### src/rtl/ov5640_dvp_gen.sv
// DVP frame generator: turns a 16-bit RGB565 pixel stream into OV5640-style
// vsync/href/8-bit byte-bus frames, high byte first, two clocks per pixel.
module ov5640_dvp_gen #(
  parameter int unsigned H_ACTIVE = 640,
  parameter int unsigned V_ACTIVE = 480,
  parameter int unsigned H_BLANK  = 64,
  parameter int unsigned VS_LEN   = 16,
  parameter int unsigned V_BACK   = 32,
  parameter int unsigned V_FRONT  = 32
) (
  input  logic        sclk,
  input  logic        s_rst_n,
  input  logic        gen_en,
  input  logic [15:0] s_pix_data,
  input  logic        s_pix_valid,
  output logic        s_pix_req,
  output logic        dvp_vsync,
  output logic        dvp_href,
  output logic [7:0]  dvp_data,
  output logic [15:0] frame_cnt,
  output logic        underrun
);

  localparam int unsigned HLen = 2 * H_ACTIVE;
  localparam int unsigned M1   = (HLen > H_BLANK) ? HLen : H_BLANK;
  localparam int unsigned M2   = (M1 > VS_LEN) ? M1 : VS_LEN;
  localparam int unsigned M3   = (M2 > V_BACK) ? M2 : V_BACK;
  localparam int unsigned CntMax = (M3 > V_FRONT) ? M3 : V_FRONT;
  localparam int unsigned CntW   = (CntMax > 1) ? $clog2(CntMax) : 1;
  localparam int unsigned LineW  = (V_ACTIVE > 1) ? $clog2(V_ACTIVE) : 1;

  localparam logic [CntW-1:0]  VsLast   = CntW'(VS_LEN - 1);
  localparam logic [CntW-1:0]  VbLast   = CntW'(V_BACK - 1);
  localparam logic [CntW-1:0]  LineLast = CntW'(HLen - 1);
  localparam logic [CntW-1:0]  HbLast   = CntW'(H_BLANK - 1);
  localparam logic [CntW-1:0]  VfLast   = CntW'(V_FRONT - 1);
  localparam logic [LineW-1:0] LastLine = LineW'(V_ACTIVE - 1);

  typedef enum logic [2:0] {
    StIdle, StVsync, StVbp, StLine, StHblank, StVfp
  } state_e;

  state_e           state_q, state_d;
  logic [CntW-1:0]  cnt_q, cnt_d;
  logic [LineW-1:0] line_q, line_d;
  logic             frame_done;
  logic             req_d;
  logic [15:0]      pix_q;

  // State, cycle and line counters.
  always_ff @(posedge sclk or negedge s_rst_n) begin
    if (!s_rst_n) begin
      state_q <= StIdle;
      cnt_q   <= '0;
      line_q  <= '0;
    end else begin
      state_q <= state_d;
      cnt_q   <= cnt_d;
      line_q  <= line_d;
    end
  end

  // Next-state: each state lasts a fixed number of clocks counted by cnt.
  always_comb begin
    state_d    = state_q;
    cnt_d      = cnt_q + CntW'(1);
    line_d     = line_q;
    frame_done = 1'b0;
    unique case (state_q)
      StIdle: begin
        cnt_d = '0;
        if (gen_en) state_d = StVsync;
      end
      StVsync: begin
        if (cnt_q == VsLast) begin
          state_d = StVbp;
          cnt_d   = '0;
        end
      end
      StVbp: begin
        if (cnt_q == VbLast) begin
          state_d = StLine;
          cnt_d   = '0;
          line_d  = '0;
        end
      end
      StLine: begin
        if (cnt_q == LineLast) begin
          state_d = (line_q == LastLine) ? StVfp : StHblank;
          cnt_d   = '0;
        end
      end
      StHblank: begin
        if (cnt_q == HbLast) begin
          state_d = StLine;
          cnt_d   = '0;
          line_d  = line_q + LineW'(1);
        end
      end
      StVfp: begin
        if (cnt_q == VfLast) begin
          state_d    = gen_en ? StVsync : StIdle;
          cnt_d      = '0;
          frame_done = 1'b1;
        end
      end
      default: begin
        state_d = StIdle;
        cnt_d   = '0;
      end
    endcase
  end

  // Strobe is registered, so it is decided from the state the next cycle will be in:
  // set when that cycle directly precedes a high-byte cycle.
  always_comb begin
    req_d = ((state_d == StVbp) && (cnt_d == VbLast)) ||
            ((state_d == StHblank) && (cnt_d == HbLast)) ||
            ((state_d == StLine) && cnt_d[0] && (cnt_d != LineLast));
  end

  // Pixel latch, sticky underrun, strobe register and frame counter.
  always_ff @(posedge sclk or negedge s_rst_n) begin
    if (!s_rst_n) begin
      s_pix_req <= 1'b0;
      pix_q     <= '0;
      underrun  <= 1'b0;
      frame_cnt <= '0;
    end else begin
      s_pix_req <= req_d;
      if (s_pix_req) begin
        pix_q <= s_pix_valid ? s_pix_data : 16'h0000;
        if (!s_pix_valid) underrun <= 1'b1;
      end
      if (frame_done) frame_cnt <= frame_cnt + 16'd1;
    end
  end

  // Bus outputs decode directly from registered state; even LINE cycles carry the high byte.
  always_comb begin
    dvp_vsync = (state_q == StVsync);
    dvp_href  = (state_q == StLine);
    dvp_data  = 8'h00;
    if (state_q == StLine) dvp_data = cnt_q[0] ? pix_q[7:0] : pix_q[15:8];
  end

endmodule

### config.mk
export PLATFORM = sky130hd
export DESIGN_NAME = ov5640_dvp_gen
export DESIGN_NICKNAME = d
export VERILOG_FILES = /design/src/rtl/ov5640_dvp_gen.sv
export SDC_FILE = /design/constraint.sdc
export NUM_CORES = 1
export LEC_CHECK = 0
export ABC_CLOCK_PERIOD_IN_PS = 7800
export CAP_MARGIN = 20
export CORE_ASPECT_RATIO = 1.5
export CORE_MARGIN = 5
export CORE_UTILIZATION = 45
export CTS_CLUSTER_DIAMETER = 50
export DETAILED_ROUTE_END_ITERATION = 12
export HOLD_SLACK_MARGIN = 0.02
export PLACE_DENSITY = 0.69
export SLEW_MARGIN = 5
export SYNTH_ARGS = -nofsm -noshare
export SYNTH_HDL_FRONTEND = slang
export SYNTH_SLANG_ARGS = --single-unit
### constraint.sdc
create_clock -name sclk -period 7.8 [get_ports sclk]
set_input_delay 0.78 -clock sclk [delete_from_list [all_inputs] [get_ports sclk]]
set_output_delay 0.78 -clock sclk [all_outputs]
set_load 0.01 [all_outputs]
==> results_dict.tcl <==
set metrics [dict create \
    critPathMaxStageDelay_ns 0.72 \
    ir_drop_uv 105 \
    synth_area_um2 3010 \
    async_reset_ff_frac 1.00 \
    reg2regPathDepth 7 \
    ctsResizeCount 0 \
    slew_headroom 0.427 \
    r2r_slack_ns 4.52 \
    slowest_stage "dfrtp_1" \
    crit_path_end_kind "register" \
    cts_sinks 57 \
    final_cell_mix "dfrtp_1, clkdlybuf4s50_1, nor2_1" \
    ant_nets 0 \
    io_pins 48 \
    start_util 0.461 \
    hold_violations 0 \
    fin_setup_tns_ns 0 \
    cts_max_level 3 \
    drt_wl_total_um 6620 \
    post-route-period-util 0.420 \
    num_rows 36 \
    dp_hpwl_um 4740 \
    synth_edf_count 0 \
    first_pass_iters 4 \
    clock-skew-final_ns 0.00872 \
    postCtsSetupRepairBufs 0 \
    worstReg2RegStart "cnt_q[0]" \
    clock_latency_ns 0.33 \
    period_needed_ns 3.28 \
    cpLargestDelayFamily "compound AO/OA/AOI/OAI gates" \
    synth_seq_cells 57 \
    antenna_found_initial 0 \
    holdCritPathClass "register to register" \
    wl_met3_um 349 \
    seq_area_um2 1430 \
    worst_slew_pin_slew_ns 0.859 \
    topRoutingLayerUsed "met4" \
    grt_pass1_wl_um 11300 \
    cts-buffers-inserted 9 \
    crit_type "register to register" \
    syn_area_per_cell_um2 9.46 \
    wl_met1_um 2780 \
    clkTransAtPathRegs_ns 0.07 \
    synthCells 318 \
    synth_flop_cell "dfrtp_1" \
    setup_viol 0 \
    via_per_inst 5.44 \
    place_ws_ns 4.52 \
    vias 2412 \
    ys_seq_area_frac 0.474 \
    antenna_cells 0 \
    avgRoutedWirePerCell_um 14.9 \
    nFillCells 579 \
    layout.cells.non_filler 443 \
    dr_wl_met2_um 3310 \
    areaGrowthSynthToFinish_pct 22.0 \
    slew_violations 0 \
    drc 0 \
    dieArea_um2 8460 \
    synth_cell_types 43 \
    crit_arrival_ns 3.49 \
    final_util 0.562 \
    critPathBufInv 0 \
    p_leak_nw 1.66 \
    r2r-end "s_pix_req" \
    die_w_um 76.8 \
    status "finished, final reports clean" \
    path_cells "ha_1 > nand4_1 > o31a_1 > or2_2 > o211a_1 > or2_2 > o41ai_1" \
    cts_tree "done" \
    fin_nets 386 \
    grt_max_degree 58 \
    core_area_um2 6530 \
    rsz0062_at_grt "false" \
    power_density_nw_per_um2 155 \
    fmax_ghz 0.305 \
    syn_nets 341 \
    endpoint "s_pix_req" \
    worst_slack_ns 4.52 \
    multi_input_area_um2 1430 \
    clk_path_buf_depth 2 \
    worstPathRequired_ns 8.02 \
    startpoint "cnt_q[0]" \
    maxCapViolCount 0 \
    die_h_um 110 \
    postCtsHoldBufs 0 \
    grt_usage 0.167 \
    crit_top_cell "or2_2" \
    crit_path_max_fanout 14 \
    first_global_vias 2439 \
    cts-root-buf "clkbuf_8" \
    ys_warn_count 0 \
    gp_congestion 0.843 \
    worstSetupStartpointType "register" \
    drive_above_1_share 0.0790 \
    crit_cells 7 \
    numPlacedInstances 428 \
    numPortBuffers 47 \
    grt_overflow 0 \
    final_common_cell "dfrtp_1" \
    drt_iter0_drc 153 \
]
how the worst min path moves through the flow:
stage | cells past startpoint | end | start | slack, ns
2_1_floorplan | 0 | cnt_q[0] | s_rst_n | 0.48
3_3_place_gp | 1 | underrun | underrun | 0.45
3_5_place_dp | 1 | underrun | underrun | 0.45
4_1_cts | 1 | underrun | underrun | 0.47
5_1_grt | 1 | underrun | underrun | 0.50
6_report | 1 | underrun | underrun | 0.47
synth_stat cells, types with 7 or more instances:
cell       n  share of area
a21oi_1    7          0.012
clkbuf_1  11          0.014
dfrtp_1   57           0.47
inv_1     22          0.027
mux2i_1   10          0.033
nand2_1   17          0.021
nand3_1   27          0.045
nand4_1   11          0.023
nor2_1    32          0.040
nor2b_1    7          0.015
o21ai_0   24          0.040
or3_1      7          0.015
xnor2_1   16          0.047
xor2_1    12          0.035
cell type report:
| class | instances | area share |
|---|---|---|
| multi-input cells | 225 | 0.390 |
| clock buffers | 12 | 0.0395 |
| well taps | 76 | 0.0259 |
| clock inverters | 3 | 0.00477 |
| flip-flops and latches | 57 | 0.388 |
| inverters | 22 | 0.0225 |
| repair buffers | 48 | 0.129 |
where the power goes:
group	total [W]	internal (W)	switching [W]
Clock	0.000237	0.000121	0.000116
Sequential	0.000303	0.000300	0.00000235
Combinational	0.0000299	0.0000159	0.0000140
Total	0.000570	0.000437	0.000133
state kept, by name (all words and copies together) (netlist names):
| signal | count |
|---|---|
| frame_cnt | 16 |
| pix_q | 16 |
| cnt_q | 11 |
| line_q | 9 |
| state_q | 3 |
| s_pix_req | 1 |
| underrun | 1 |
kinds of logic (layout without fill, tap and decap cells):
| logic type | Yosys count | count (layout) | synth area share |
|---|---|---|---|
| buffers and inverters | 36 | 85 | 0.0499 |
| xor gates and xnor gates | 28 | 28 | 0.0815 |
| muxes | 11 | 11 | 0.0370 |
| adders and majority gates | 3 | 3 | 0.0125 |
| AOI/OAI and AO/OA | 46 | 46 | 0.0994 |
| and+or+nand+nor | 137 | 137 | 0.246 |
| DFF | 57 | 57 | 0.474 |
per-layer routing:
metal  vias to the layer above  global-route usage
li1                       1190                   -
met5                         -                   0
met1                      1149               0.195
met3                        16              0.0504
met4                         0              0.0813
met2                        57               0.279
metrics by stage:
stage	hold slack (ns)	instance area, um2	power (W)
CTS	0.470	3670	0.000577
detailed placement	0.452	3510	0.000339
global placement	0.445	3510	0.000338
floorplan	0.484	3010	0.000316
global route	0.499	3670	0.000594
finish	0.466	3670	0.000570
No activity file was read; power rests on OpenSTA's default activity.
